[src/rtl/bitslam_pkg.sv]
// -----------------------------------------------------------------------------
// bitslam_pkg
// Shared definitions for the bitslam register-bus writer:
//   - bus field widths (6-bit address, 6-bit data)
//   - well-known register addresses of the bitslam voice core
//   - writer FSM state type and the packed FIFO entry type
// -----------------------------------------------------------------------------
package bitslam_pkg;

  localparam int ADDR_W  = 6;
  localparam int DATA_W  = 6;
  localparam int ENTRY_W = ADDR_W + DATA_W;

  // Clock-divider register of the voice core.
  localparam logic [ADDR_W-1:0] REG_CLK_DIV = 6'h00;

  typedef enum logic [1:0] {
    IDLE,
    ADDR,
    DATA,
    GAP
  } writer_state_t;

  typedef struct packed {
    logic [ADDR_W-1:0] addr;
    logic [DATA_W-1:0] data;
  } wr_entry_t;

  function automatic wr_entry_t pack_entry(input logic [ADDR_W-1:0] addr,
                                           input logic [DATA_W-1:0] data);
    wr_entry_t e;
    e.addr = addr;
    e.data = data;
    return e;
  endfunction

endpackage

[src/rtl/bitslam_reg_writer_if.sv]
// -----------------------------------------------------------------------------
// bitslam_reg_writer_if
// Bundles the write-request handshake and the serial register bus.
//   wr_valid/wr_ready/wr_addr/wr_data : register write requests (host -> writer)
//   bus_sel/bus_val                   : serialised bus (writer -> voice core)
// Modports:
//   master : host side (drives requests, observes ready and the bus)
//   slave  : the writer itself
// -----------------------------------------------------------------------------
interface bitslam_reg_writer_if;
  import bitslam_pkg::*;

  logic              wr_valid;
  logic              wr_ready;
  logic [ADDR_W-1:0] wr_addr;
  logic [DATA_W-1:0] wr_data;
  logic              bus_sel;
  logic [ADDR_W-1:0] bus_val;

  modport master (
    output wr_valid, wr_addr, wr_data,
    input  wr_ready, bus_sel, bus_val
  );

  modport slave (
    input  wr_valid, wr_addr, wr_data,
    output wr_ready, bus_sel, bus_val
  );

endinterface

[src/rtl/bitslam_fifo.sv]
// -----------------------------------------------------------------------------
// bitslam_fifo
// Small synchronous FIFO with show-ahead read (head_entry is valid whenever
// empty=0) so the writer can pop and use the entry on the same edge.
// Ports:
//   clk, rst_n   : clock, asynchronous active-low reset (flushes the FIFO)
//   push         : write push_entry on this edge (ignored when full)
//   push_entry   : entry to store
//   pop          : advance the head on this edge (ignored when empty)
//   head_entry   : oldest stored entry
//   full, empty  : occupancy flags
//   level        : occupancy, 0..DEPTH
// A pushed entry is only visible at the head after the push edge; there is no
// push-to-pop bypass. DEPTH must be a power of two so pointers wrap naturally.
// -----------------------------------------------------------------------------
module bitslam_fifo #(
  parameter int DEPTH = 4,
  parameter int WIDTH = 12
) (
  input  logic                     clk,
  input  logic                     rst_n,
  input  logic                     push,
  input  logic [WIDTH-1:0]         push_entry,
  input  logic                     pop,
  output logic [WIDTH-1:0]         head_entry,
  output logic                     full,
  output logic                     empty,
  output logic [$clog2(DEPTH):0]   level
);

  localparam int PTR_W = $clog2(DEPTH);
  localparam int LVL_W = $clog2(DEPTH) + 1;

  logic [WIDTH-1:0] mem [DEPTH];
  logic [PTR_W-1:0] wr_ptr_reg;
  logic [PTR_W-1:0] rd_ptr_reg;
  logic [LVL_W-1:0] level_reg;
  logic [DEPTH-1:0] wr_en;
  logic             push_ok;
  logic             pop_ok;

  assign full    = (level_reg == LVL_W'(DEPTH));
  assign empty   = (level_reg == '0);
  assign push_ok = push & ~full;
  assign pop_ok  = pop & ~empty;

  // One-hot write enable per storage slot.
  for (genvar gi = 0; gi < DEPTH; gi++) begin : g_wr_en
    assign wr_en[gi] = push_ok && (wr_ptr_reg == PTR_W'(gi));
  end

  // Storage is not reset; only the pointers define what is valid.
  always_ff @(posedge clk) begin
    for (int i = 0; i < DEPTH; i++) begin
      if (wr_en[i]) begin
        mem[i] <= push_entry;
      end
    end
  end

  always_ff @(posedge clk or negedge rst_n) begin
    if (!rst_n) begin
      wr_ptr_reg <= '0;
      rd_ptr_reg <= '0;
      level_reg  <= '0;
    end else begin
      if (push_ok) begin
        wr_ptr_reg <= wr_ptr_reg + PTR_W'(1);
      end
      if (pop_ok) begin
        rd_ptr_reg <= rd_ptr_reg + PTR_W'(1);
      end
      case ({push_ok, pop_ok})
        2'b10:   level_reg <= level_reg + LVL_W'(1);
        2'b01:   level_reg <= level_reg - LVL_W'(1);
        default: level_reg <= level_reg;
      endcase
    end
  end

  assign head_entry = mem[rd_ptr_reg];
  assign level      = level_reg;

endmodule

[src/rtl/bitslam_reg_writer.sv]
// -----------------------------------------------------------------------------
// bitslam_reg_writer
// Host-side transmitter for the bitslam register bus. Register writes are
// accepted on a valid/ready port, buffered in a FIFO and serialised as an
// address phase (bus_sel=0) followed by a one-cycle data phase (bus_sel=1).
// Ports:
//   clk        : system clock, shared with the receiving voice core(s)
//   rst_n      : asynchronous active-low reset (abandons writes, flushes FIFO)
//   wif        : slave side of bitslam_reg_writer_if
//                (wr_valid/wr_ready/wr_addr/wr_data, bus_sel/bus_val)
//   busy       : FIFO non-empty or FSM not idle
//   fifo_level : current FIFO occupancy, 0..DEPTH
// Parameters:
//   DEPTH      : FIFO entries, power of two, 2..16
//   GAP_CYCLES : idle cycles inserted after each data phase, 0..15
// Optional feature macro: BITSLAM_ADDR_CACHE_EN
//   When defined, a write whose address equals the last address sent skips
//   its address phase (the core still holds that address).
// Receiver contract: while bus_sel=0 the core keeps re-latching bus_val as
// its address, so outside an address phase bus_val always holds the last
// address sent.
// -----------------------------------------------------------------------------
module bitslam_reg_writer
  import bitslam_pkg::*;
#(
  parameter int DEPTH      = 4,
  parameter int GAP_CYCLES = 0
) (
  input  logic                    clk,
  input  logic                    rst_n,
  bitslam_reg_writer_if.slave     wif,
  output logic                    busy,
  output logic [$clog2(DEPTH):0]  fifo_level
);

  localparam logic [3:0] GAP_LAST = 4'(GAP_CYCLES - 1);

  wr_entry_t         head;
  wr_entry_t         push_entry;
  logic              fifo_full;
  logic              fifo_empty;
  logic              fifo_pop;
  logic              dispatch_now;
  logic              cache_hit;

  writer_state_t     state_reg;
  logic [ADDR_W-1:0] cur_addr_reg;
  logic [DATA_W-1:0] cur_data_reg;
  logic [ADDR_W-1:0] last_addr_reg;
  logic              cache_valid_reg;
  logic [3:0]        gap_cnt_reg;
  logic              bus_sel_reg;
  logic [ADDR_W-1:0] bus_val_reg;

  assign push_entry = pack_entry(wif.wr_addr, wif.wr_data);

  bitslam_fifo #(
    .DEPTH (DEPTH),
    .WIDTH (ENTRY_W)
  ) u_fifo (
    .clk        (clk),
    .rst_n      (rst_n),
    .push       (wif.wr_valid),
    .push_entry (push_entry),
    .pop        (fifo_pop),
    .head_entry (head),
    .full       (fifo_full),
    .empty      (fifo_empty),
    .level      (fifo_level)
  );

  // dispatch_now marks the edges on which the FSM is free to start the next
  // write: from IDLE, at the end of DATA when no gap is configured, and at the
  // end of the last gap cycle.
  always_comb begin
    dispatch_now = 1'b0;
    case (state_reg)
      IDLE:    dispatch_now = 1'b1;
      DATA:    dispatch_now = (GAP_CYCLES == 0);
      GAP:     dispatch_now = (gap_cnt_reg == GAP_LAST);
      default: dispatch_now = 1'b0;
    endcase
    fifo_pop = dispatch_now & ~fifo_empty;
`ifdef BITSLAM_ADDR_CACHE_EN
    cache_hit = cache_valid_reg && (head.addr == last_addr_reg);
`else
    cache_hit = 1'b0;
`endif
  end

  // Bus outputs are registered alongside the state: each transition loads the
  // value that the new state drives, so the bus shows a phase in the same
  // cycle the FSM is in it. last_addr is recorded on entry to DATA so that a
  // back-to-back pop at the end of DATA already compares against it.
  always_ff @(posedge clk or negedge rst_n) begin
    if (!rst_n) begin
      state_reg       <= IDLE;
      cur_addr_reg    <= '0;
      cur_data_reg    <= '0;
      last_addr_reg   <= '0;
      cache_valid_reg <= 1'b0;
      gap_cnt_reg     <= '0;
      bus_sel_reg     <= 1'b0;
      bus_val_reg     <= '0;
    end else if (fifo_pop) begin
      cur_addr_reg <= head.addr;
      cur_data_reg <= head.data;
      if (cache_hit) begin
        state_reg       <= DATA;
        bus_sel_reg     <= 1'b1;
        bus_val_reg     <= head.data;
        last_addr_reg   <= head.addr;
        cache_valid_reg <= 1'b1;
      end else begin
        state_reg   <= ADDR;
        bus_sel_reg <= 1'b0;
        bus_val_reg <= head.addr;
      end
    end else if (dispatch_now) begin
      state_reg   <= IDLE;
      bus_sel_reg <= 1'b0;
      bus_val_reg <= cache_valid_reg ? last_addr_reg : '0;
    end else begin
      case (state_reg)
        ADDR: begin
          state_reg       <= DATA;
          bus_sel_reg     <= 1'b1;
          bus_val_reg     <= cur_data_reg;
          last_addr_reg   <= cur_addr_reg;
          cache_valid_reg <= 1'b1;
        end
        DATA: begin
          // Only reached with GAP_CYCLES > 0.
          state_reg   <= GAP;
          gap_cnt_reg <= '0;
          bus_sel_reg <= 1'b0;
          bus_val_reg <= last_addr_reg;
        end
        GAP: begin
          gap_cnt_reg <= gap_cnt_reg + 4'd1;
          bus_sel_reg <= 1'b0;
          bus_val_reg <= last_addr_reg;
        end
        default: begin
          state_reg <= IDLE;
        end
      endcase
    end
  end

  assign wif.wr_ready = ~fifo_full;
  assign wif.bus_sel  = bus_sel_reg;
  assign wif.bus_val  = bus_val_reg;
  assign busy         = ~fifo_empty | (state_reg != IDLE);

endmodule
[src/flat_wrapper.sv]
// flat-port wrapper written by rule: the top's interface ports become plain ports
module bitslam_reg_writer_flat import bitslam_pkg::*;
#(
  parameter int DEPTH      = 4,
  parameter int GAP_CYCLES = 0
)
  (clk, rst_n, busy, fifo_level, wif_wr_valid, wif_wr_addr, wif_wr_data, wif_wr_ready, wif_bus_sel, wif_bus_val);
  bitslam_reg_writer_if wif_i ();
  input  logic clk;
  input  logic rst_n;
  output logic busy;
  output logic [$clog2(DEPTH):0] fifo_level;
  input wire logic [$bits(wif_i.wr_valid)-1:0] wif_wr_valid;
  input wire logic [$bits(wif_i.wr_addr)-1:0] wif_wr_addr;
  input wire logic [$bits(wif_i.wr_data)-1:0] wif_wr_data;
  output wire logic [$bits(wif_i.wr_ready)-1:0] wif_wr_ready;
  output wire logic [$bits(wif_i.bus_sel)-1:0] wif_bus_sel;
  output wire logic [$bits(wif_i.bus_val)-1:0] wif_bus_val;
  assign wif_i.wr_valid = wif_wr_valid;
  assign wif_i.wr_addr = wif_wr_addr;
  assign wif_i.wr_data = wif_wr_data;
  assign wif_wr_ready = wif_i.wr_ready;
  assign wif_bus_sel = wif_i.bus_sel;
  assign wif_bus_val = wif_i.bus_val;
  bitslam_reg_writer #(.DEPTH(DEPTH), .GAP_CYCLES(GAP_CYCLES)) u_core (.clk(clk), .rst_n(rst_n), .wif(wif_i), .busy(busy), .fifo_level(fifo_level));
endmodule
[config.mk]
export PLATFORM = sky130hd
export DESIGN_NAME = bitslam_reg_writer_flat
export DESIGN_NICKNAME = d
export VERILOG_FILES = /design/src/rtl/bitslam_pkg.sv /design/src/rtl/bitslam_reg_writer_if.sv /design/src/rtl/bitslam_fifo.sv /design/src/rtl/bitslam_reg_writer.sv /design/src/flat_wrapper.sv
export SDC_FILE = /design/constraint.sdc
export NUM_CORES = 1
export LEC_CHECK = 0
export ABC_AREA = 1
export BUFFER_PORTS_ARGS = -buffer_cell sky130_fd_sc_hd__clkbuf_2
export CORE_AREA = 2 2 109 111
export DETAILED_ROUTE_END_ITERATION = 8
export DIE_AREA = 0 0 111 113
export GPL_ROUTABILITY_DRIVEN = 0
export GPL_TIMING_DRIVEN = 0
export SYNTH_ARGS = -nofsm -noshare
export SYNTH_HDL_FRONTEND = slang
export SYNTH_SLANG_ARGS = --single-unit
[constraint.sdc]
create_clock -name clk -period 3.48 [get_ports clk]
set_input_delay 0.522 -clock clk [delete_from_list [all_inputs] [get_ports clk]]
set_output_delay 0.522 -clock clk [all_outputs]
set_load 0.02 [all_outputs]
== Word-level counts from Yosys, hierarchy flattened ==
Memories as Yosys holds them, arrays and structs flattened.
Cells that the tools add are included.

* Bits in registers: 39
* Bits in latches: 0
* Memory bits (writable): 48
* Memory bits (read-only): 0
* Input port bits: 15
* Output and inout bits: 12
* Logic and storage cells: 84
* Memories: 1

* $add $sub $neg: 5
* Multiply operators: 0
* Divide/modulo/power cells: 0
* Order comparisons: 0
* Eq/ne operators: 11
* Shift-type cells: 0
* Muxes and demuxes: 30
* Bitwise operators: 8
* Reduce and logical (&&, ||, !) cells: 18

{| class="wikitable"
|+ Memory list
! name !! depth !! width !! rd ports !! clocked after Yosys merged registers in !! write ports !! line !! RTL
|-
| u_core.u_fifo.mem || 4 || 12 || 1 || 0 || 1 || bitslam_fifo.sv:34 || <nowiki>logic [WIDTH-1:0] mem [DEPTH];</nowiki>
|}

{| class="wikitable"
|+ Operator list
! kind !! number
|-
| $mux W12 || 3
|-
| $reduce_or A12 Y1 || 3
|-
| $mux W6 || 3
|-
| $mux W1 || 13
|-
| $pmux W6 S2 || 1
|-
| $eq A2 B2 Y1 const B || 5
|-
| $mux W2 || 5
|-
| $pmux W4 S2 || 1
|-
| $eq A2 B1 Y1 const B || 3
|-
| $pmux W2 S3 || 1
|-
| $pmux W3 S2 || 1
|-
| $reduce_and A3 Y1 || 2
|-
| $reduce_bool A2 Y1 || 3
|-
| $add A2 B1 Y2 const B || 2
|-
| $add A4 B1 Y4 const B || 1
|-
| $eq A4 B4 Y1 const B || 1
|-
| $logic_and A1 B1 Y1 || 4
|-
| $logic_not A2 Y1 || 2
|-
| $not A1 Y1 || 4
|-
| $pmux W1 S2 || 2
|-
| $reduce_bool A4 Y1 || 1
|-
| $reduce_or A2 Y1 || 2
|-
| $add A3 B1 Y3 const B || 1
|-
| $and A1 B1 Y1 || 3
|-
| 5 further kinds || 5
|}

== Logic depth before layout (Yosys ltp) ==
Gate-level depths: netlist (run 1).

* Word-level depth: 10
* Mapped depth: 12
* Depth with buffers taken out: 11

== Hierarchy ==
A second synthesis (run 1) with hierarchy kept.

* Cell total of the unflattened synthesis: 367
* Area, all modules: 3,863.7 µm²

{| class="wikitable"
|+ By module, submodules not included
! module !! times used !! cells each !! area each (µm²)
|-
| bitslam_fifo || 1 || 201 || 2,451.1
|-
| bitslam_reg_writer || 1 || 166 || 1,412.6
|}

== Worst setup path after synthesis (run 1) ==
OpenSTA, ideal clock, no wires.

* Path type: flip-flop to flip-flop
* Start: reg u_core.u_fifo.level_reg[2], in the netlist u_core.u_fifo.level[2]
* End: reg u_core.u_fifo.level_reg[2], in the netlist u_core.u_fifo.level[2]
* Setup time: 0.079 ns
* Data arrival time: 2.135 ns
* Required time: 3.401 ns
* Path slack: 1.265 ns
* Cell stages (with the launch flop): 12
* Buffers on the path: 1
* Path through: dfrtp_1 inv_1 nand2_2 inv_1 nor2_4 buf_6 ha_1 inv_1 fa_1 or2_2 nand2_1 xor2_1

* Cells in the longest elaborated chain, start to end: 6

{| class="wikitable"
|+ Ends and longest elaborated chain
! item !! line !! RTL
|-
| start, declared || bitslam_fifo.sv:37 || <nowiki>logic [LVL_W-1:0] level_reg;</nowiki>
|-
| start signal, assigned || bitslam_fifo.sv:74 || <nowiki>2'b10: level_reg <= level_reg + LVL_W'(1);</nowiki>
|-
| start signal, assigned || bitslam_fifo.sv:75 || <nowiki>2'b01: level_reg <= level_reg - LVL_W'(1);</nowiki>
|-
| start signal, assigned || bitslam_fifo.sv:76 || <nowiki>default: level_reg <= level_reg;</nowiki>
|-
| $logic_not A3 Y1 (*) || bitslam_fifo.sv:43 || <nowiki>assign empty = (level_reg == '0);</nowiki>
|-
| $not A1 Y1 (*) || bitslam_reg_writer.sv:83 || <nowiki>fifo_pop = dispatch_now & ~fifo_empty;</nowiki>
|-
| $and A1 B1 Y1 (*) || bitslam_reg_writer.sv:83 ||
|-
| named net u_core.fifo_pop || bitslam_reg_writer.sv:42 || <nowiki>logic fifo_pop;</nowiki>
|-
| $and A1 B1 Y1 (*) || bitslam_fifo.sv:45 || <nowiki>assign pop_ok = pop & ~empty;</nowiki>
|-
| $eq A2 B1 Y1 / $eq A2 B2 Y1 (equally long branches) || bitslam_fifo.sv:73 || <nowiki>case ({push_ok, pop_ok})</nowiki>
|-
| $pmux W3 S2 / $reduce_bool A2 Y1 (equally long branches) || n/a ||
|}

Mark *: on every way through the listed nets, which the timed path passes. The rest lies on a longest branch.
A chain may end at the register's enable or synchronous reset.

== Worst setup path after layout (run 1) ==
* Start: reg u_core.gap_cnt_reg[0]
* End: reg u_core.u_fifo.level_reg[2], in the netlist u_core.u_fifo.level[2]

* Cells in the longest elaborated chain, start to end: 6

{| class="wikitable"
|+ Ends and longest elaborated chain
! item !! line !! RTL
|-
| start, declared || bitslam_reg_writer.sv:51 || <nowiki>logic [3:0] gap_cnt_reg;</nowiki>
|-
| start signal, assigned || bitslam_reg_writer.sv:140 || <nowiki>gap_cnt_reg <= gap_cnt_reg + 4'd1;</nowiki>
|-
| $eq A4 B4 Y1 (*) || bitslam_reg_writer.sv:80 || <nowiki>GAP: dispatch_now = (gap_cnt_reg == GAP_LAST);</nowiki>
|-
| $pmux W1 S2 (*) || bitslam_reg_writer.sv:77 || <nowiki>case (state_reg)</nowiki>
|-
| $and A1 B1 Y1 (*) || bitslam_reg_writer.sv:83 ||
|-
| named net u_core.fifo_pop || bitslam_reg_writer.sv:42 ||
|-
| $and A1 B1 Y1 (*) || bitslam_fifo.sv:45 ||
|-
| $eq A2 B1 Y1 / $eq A2 B2 Y1 (equally long branches) || bitslam_fifo.sv:73 ||
|-
| $pmux W3 S2 / $reduce_bool A2 Y1 (equally long branches) || n/a ||
|}

Marked as above.

==> impl_metrics.toml, run 1 <==
[status]
outcome = "complete, no violations"

[clock_network]
clk_pin_slew_ns = 0.06
post-cts-setup-buffers = 0
clk_latency_ns = 0.34
cts-root-buf = "clkbuf_16"
clock_path_buffers = 2
ctsHoldBuffers = 0
cts_buffers = 9
cts_max_level = 3
cts_tree = "yes"
clock_sinks = 87
post_cts_resized = 0

[final_layout]
area_growth_syn_to_layout_pct = 17.4
n_antenna_cell = 0
mostFrequentLayoutCell = "nand2_1"
top_register = "u_core.u_fifo.mem"
largest_reg_flops = 48
layout-drive-gt1-share_pct = 16.4
fillCellCount = 1097
final_cell_mix = "nand2_1 (144), edfxtp_1 (48), dfrtp_1 (39)"
nNetsFinal = 437

[power]
power_leakage_nw = 2.02
ir_worst_vdd_mv = 0.402
p_per_area_nw_per_um2 = 961

[routing]
ant_nets = 0
vias = 2503
wl_um = 7150
drc_errors = 0
wl_per_cell_um = 12.7
drt-pass1-iter-count = 4
avgViaCountPerCell = 4.45
drt_iter0_drc = 61

[worst_setup_path]
rrSetupSlack_ns = 1.05
crit_type = "reg -> reg"
worstReg2RegEnd = "u_core.u_fifo.level[2]$_DFFE_PN0P_"
crit_arrival_ns = 2.69
r2r_cells = 12
worstSetupStartpointType = "flip-flop"
crit_fanout = 10
cp-startpoint = "u_core.gap_cnt_reg[0]$_DFFE_PN0P_"
rr_startpoint = "u_core.gap_cnt_reg[0]$_DFFE_PN0P_"
crit_required_ns = 3.74
cp-end-kind = "flip-flop"

[timing]
skew_ns = 0.00693
timing.fmax_mhz = 412
tns_ns = 0
rsz0062_at_grt = "false"
finalCriticalPeriod_ns = 2.43
setup-violations-final = 0
worst_pin_slew_ns = 1.20
finalHoldViolCount = 0
fin_ws_ns = 1.05
drv_slew = 0
min_period_over_period_pct = 69.8
slew_headroom_pct = 19.4

[logic_synthesis]
yosysSeqAreaShare_pct = 64.3
synth.cell_area_um2 = 3760
yosys_warnings = 0
synth.net_count = 400
synthCells = 378
synth_cell_types = 25
synth_seq_cells = 87
syn_avg_cell_area_um2 = 9.95

[min_path]
hp-class = "in -> async"

[floorplan]
die-area_um2 = 12500
io_pins = 27
rows = 39
core_area_um2 = 11300
die_h_um = 113
die_w_um = 111
initial_core_util_pct = 33.4

[global_route]
grtUsageTotal_pct = 12.7
grt_pass1_wl_um = 12600
grt_remaining_overflow = 0
grt_max_degree = 40
first_global_vias = 2597
antenna_found_initial = 0

[place]
numPortBuffers = 26
dp_hpwl_um = 4840
place_ws_ns = 1.09

[job]
maxCapViolCount = 0
## how the worst max path moves through the flow
stage	cells past startpoint	to	slack [ns]
2_1_floorplan	11	u_core.u_fifo.level[2]$_DFFE_PN0P_	1.27
3_3_place_gp	12	u_core.u_fifo.level[2]$_DFFE_PN0P_	1.12
3_5_place_dp	12	u_core.u_fifo.level[2]$_DFFE_PN0P_	1.09
4_1_cts	12	u_core.u_fifo.level[2]$_DFFE_PN0P_	1.07
5_1_grt	12	u_core.u_fifo.level[2]$_DFFE_PN0P_	0.90
6_report	12	u_core.u_fifo.level[2]$_DFFE_PN0P_	1.05
## worst max-delay path, cell delays in order (launching register included)
cell	delay [ns]
dfrtp_1	0.43
ha_1	0.21
nand2_2	0.09
nor2_4	0.11
nor2_4	0.06
nor2_4	0.18
buf_6	0.17
ha_1	0.15
inv_1	0.06
fa_1	0.38
or2_2	0.30
nand2_1	0.08
xor2_1	0.14
## cell usage after synthesis
cell type / count / area [µm²]
inv_1: 26 / 97.6
nor2_1: 37 / 139
fa_1: 1 / 20.0
nor2_4: 3 / 33.8
ha_1: 6 / 75.1
clkbuf_1: 2 / 7.51
buf_4: 1 / 7.51
buf_6: 2 / 22.5
a21oi_1: 2 / 10.0
nand2_2: 5 / 31.3
xor2_1: 2 / 17.5
buf_2: 6 / 30.0
o21ai_0: 24 / 120
dfrtp_1: 39 / 976
nand3_1: 8 / 40.0
nand2_4: 3 / 33.8
edfxtp_1: 48 / 1440
inv_2: 4 / 15.0
xnor2_1: 3 / 26.3
o21ai_1: 2 / 10.0
nand4_1: 4 / 25.0
nand3b_1: 2 / 15.0
or2_2: 2 / 12.5
nand2_1: 144 / 541
nor2_2: 2 / 12.5
## where the power goes
| part | internal [mW] | total, mW | switching [mW] |
|---|---|---|---|
| Combinational | 0.506 | 1.53 | 1.02 |
| Sequential | 1.44 | 1.62 | 0.175 |
| Clock | 0.708 | 1.10 | 0.391 |
## through the flow
| stage | area, µm² | hold slack (ns) | power [mW] | util, % | std cells |
|---|---|---|---|---|---|
| after floorplan | 3760 | 0.226 | 2.73 | - | 378 |
| after global placement | 4070 | 0.460 | 3.14 | 36.1 | 547 |
| after detailed placement | 4070 | 0.468 | 3.19 | 36.1 | 547 |
| after CTS | 4410 | 0.364 | 4.30 | 39.2 | 563 |
| after global routing | 4410 | 0.400 | 4.61 | 39.2 | 563 |
| final | 4410 | 0.329 | 4.24 | 39.2 | 563 |
## cell type report
| cell class | count | area (µm²) | share of cell area, % |
|---|---|---|---|
| buffer | 11 | 67.6 | 1.53 |
| clock buffer | 10 | 229 | 5.19 |
| clock inverter | 6 | 116 | 2.64 |
| inverter | 30 | 113 | 2.55 |
| multi-input combinational | 250 | 1160 | 26.3 |
| sequential | 87 | 2420 | 54.8 |
| tap | 143 | 179 | 4.05 |
| timing repair buffer | 26 | 130 | 2.95 |
## cells by family (layout without fill, tap and decap cells)
| logic type | after synthesis | count (layout) | share of synthesized area (%) |
|---|---|---|---|
| simple gates | 210 | 210 | 23.5 |
| fa+ha+maj | 7 | 7 | 2.53 |
| compound gates | 28 | 28 | 3.73 |
| xor+xnor | 5 | 5 | 1.16 |
| flops | 87 | 87 | 64.3 |
| buf+inv | 41 | 83 | 4.79 |
## per-layer routing
metal / track usage [%] / part of all wire (%)
met1: 16.5 / 47
met2: 20.8 / 48
met3: 3.05 / 3.7
met4: 4.75 / 1.6
met5: 0 / 0
Power figures use the tool's default switching activity.
==> run 2: changes to the inputs <==
==> constraint.sdc (replaced) <==
create_clock -name clk -period 2.1 [get_ports clk]
set_input_delay 0.315 -clock clk [delete_from_list [all_inputs] [get_ports clk]]
set_output_delay 0.315 -clock clk [all_outputs]
set_load 0.02 [all_outputs]
==> run 2 against run 1 <==
Against the previous run: largest cell class unchanged; clock power is 36% higher; critical path depth stayed put; setup slack worse by 1.0 ns; fmax is 18% higher; largest power group is now combinational logic; critical path type unchanged.
==> impl_metrics.toml, run 2 (same netlist as run 1, synthesis figures left out) <==
[final_layout]
register_area_um2 = 2420
n_antenna_cell = 0
multi_input_area_um2 = 1200
fillCellCount = 1077
nNetsFinal = 446
top_register = "u_core.u_fifo.mem"
stdcell_area_um2 = 4470
final_cell_mix = "nand2_1 (142), edfxtp_1 (48), dfrtp_1 (36)"
layout-drive-gt1-share_pct = 21.4
area_growth_syn_to_layout_pct = 18.8
mostFrequentLayoutCell = "nand2_1"
largest_reg_flops = 48

[worst_setup_path]
crit_arrival_ns = 2.31
rrSetupSlack_ns = 0.04
worstReg2RegEnd = "u_core.u_fifo.level[2]$_DFFE_PN0P_"
crit_type = "reg -> reg"
cp-end-kind = "flip-flop"
worstSetupStartpointType = "flip-flop"
crit_required_ns = 2.35
r2r_cells = 12
rr_startpoint = "u_core.gap_cnt_reg[1]$_DFFE_PN0P_"
crit_fanout = 3

[timing]
min_period_over_period_pct = 98.1
rsz0062_at_grt = "true"
finalCriticalPeriod_ns = 2.06
finalHoldViolCount = 0
fin_ws_ns = 0.0398
slew_headroom_pct = 35.3
drv_slew = 0
tns_ns = 0
timing.fmax_mhz = 485
worst_pin_slew_ns = 0.970
setup-violations-final = 0
skew_ns = 0.00851

[clock_network]
clock_sinks = 87
clk_pin_slew_ns = 0.06
cts-root-buf = "clkbuf_16"
ctsHoldBuffers = 0
cts_buffers = 9
clk_latency_ns = 0.34
cts_max_level = 3
cts_tree = "yes"
clock_path_buffers = 2

[min_path]
hp-class = "in -> async"

[job]
maxCapViolCount = 0

[power]
power_leakage_nw = 2.04
power_mw = 6.96
p_per_area_nw_per_um2 = 1560
ir_worst_vdd_mv = 0.549

[global_route]
grtUsageTotal_pct = 12.5
grt_max_degree = 40
antenna_found_initial = 0
grt_pass1_wl_um = 12300
first_global_vias = 2493
grt_remaining_overflow = 0

[floorplan]
io_pins = 27
rows = 39
die-area_um2 = 12500
core_area_um2 = 11300
die_w_um = 111
die_h_um = 113
initial_core_util_pct = 33.4

[routing]
ant_nets = 0
wl_met3_um = 241
top_layer = "met4"
vias = 2528
avgViaCountPerCell = 4.42
m1WireLength_um = 3410
wl_per_cell_um = 12.8
wl_um = 7320
wl_met2_um = 3580
drt_iter0_drc = 97
drt-pass1-iter-count = 4
drc_errors = 0

[place]
placed_area_um2 = 4100
numPortBuffers = 26
place_ws_ns = -0.208
dp_hpwl_um = 4850

[status]
outcome = "complete, no violations"
[run 2: timing repair]
action | CTS | global route
pin swaps | 1 | 6
resized for setup | 1 | 5
setup buffers | 4 | 5
setup endpoints to repair | 14 | 38
[run 2: layer usage]
metal  global-route usage [%]  up-vias
met3                     2.57        7
met4                     4.75        0
li1                         -     1293
met5                        0        -
met2                     20.8       44
met1                     16.2     1184
[run 2: layout make-up]
class                   instances  area share, %
plain buffers                  11           1.51
well taps                     143           4.00
clock buffers                   9           5.04
repair buffers                 35           4.42
multi-input cells             250           26.9
flip-flops and latches         87           54.2
clock inverters                 7           1.37
inverters                      30           2.58
[run 2: worst max-delay path by stage]
| stage | start | endpoint | slack, ns | depth (start not counted) |
|---|---|---|---|---|
| after detailed placement | u_core.gap_cnt_reg[0]$_DFFE_PN0P_ | u_core.u_fifo.level[2]$_DFFE_PN0P_ | -0.21 | 12 |
| after global routing | u_core.gap_cnt_reg[1]$_DFFE_PN0P_ | u_core.u_fifo.level[2]$_DFFE_PN0P_ | -0.05 | 12 |
| after floorplan | u_core.gap_cnt_reg[0]$_DFFE_PN0P_ | u_core.u_fifo.level[2]$_DFFE_PN0P_ | 0.001 | 12 |
| after global placement | u_core.gap_cnt_reg[0]$_DFFE_PN0P_ | u_core.u_fifo.level[2]$_DFFE_PN0P_ | -0.17 | 12 |
| after CTS | u_core.gap_cnt_reg[1]$_DFFE_PN0P_ | u_core.u_fifo.level[2]$_DFFE_PN0P_ | 0.02 | 12 |
| final | u_core.gap_cnt_reg[1]$_DFFE_PN0P_ | u_core.u_fifo.level[2]$_DFFE_PN0P_ | 0.04 | 12 |
[run 2: power breakdown]
| group | switching, mW | total (mW) | internal (mW) |
|---|---|---|---|
| clock network | 0.676 | 1.50 | 0.828 |
| registers | 0.268 | 2.66 | 2.39 |
| logic | 1.79 | 2.79 | 1.01 |
[run 2: critical path, stage by stage, from the launching register on]
cell     delay (ns)
dfrtp_1        0.36
ha_2           0.19
nand2_2        0.08
nor2_4         0.11
nor2_4         0.05
nor2_4         0.13
buf_6          0.12
ha_4           0.13
inv_4          0.04
fa_2           0.36
or2_4          0.24
nand2_2        0.06
xor2_1         0.13
[run 2: metrics by stage]
step | hold slack, ns | util (%) | cells
finish | 0.131 | 39.6 | 572
global route | 0.191 | 39.6 | 572
detailed placement | 0.465 | 36.4 | 547
floorplan | 0.0194 | - | 378
CTS | 0.175 | 39.2 | 567
global placement | 0.459 | 36.4 | 547
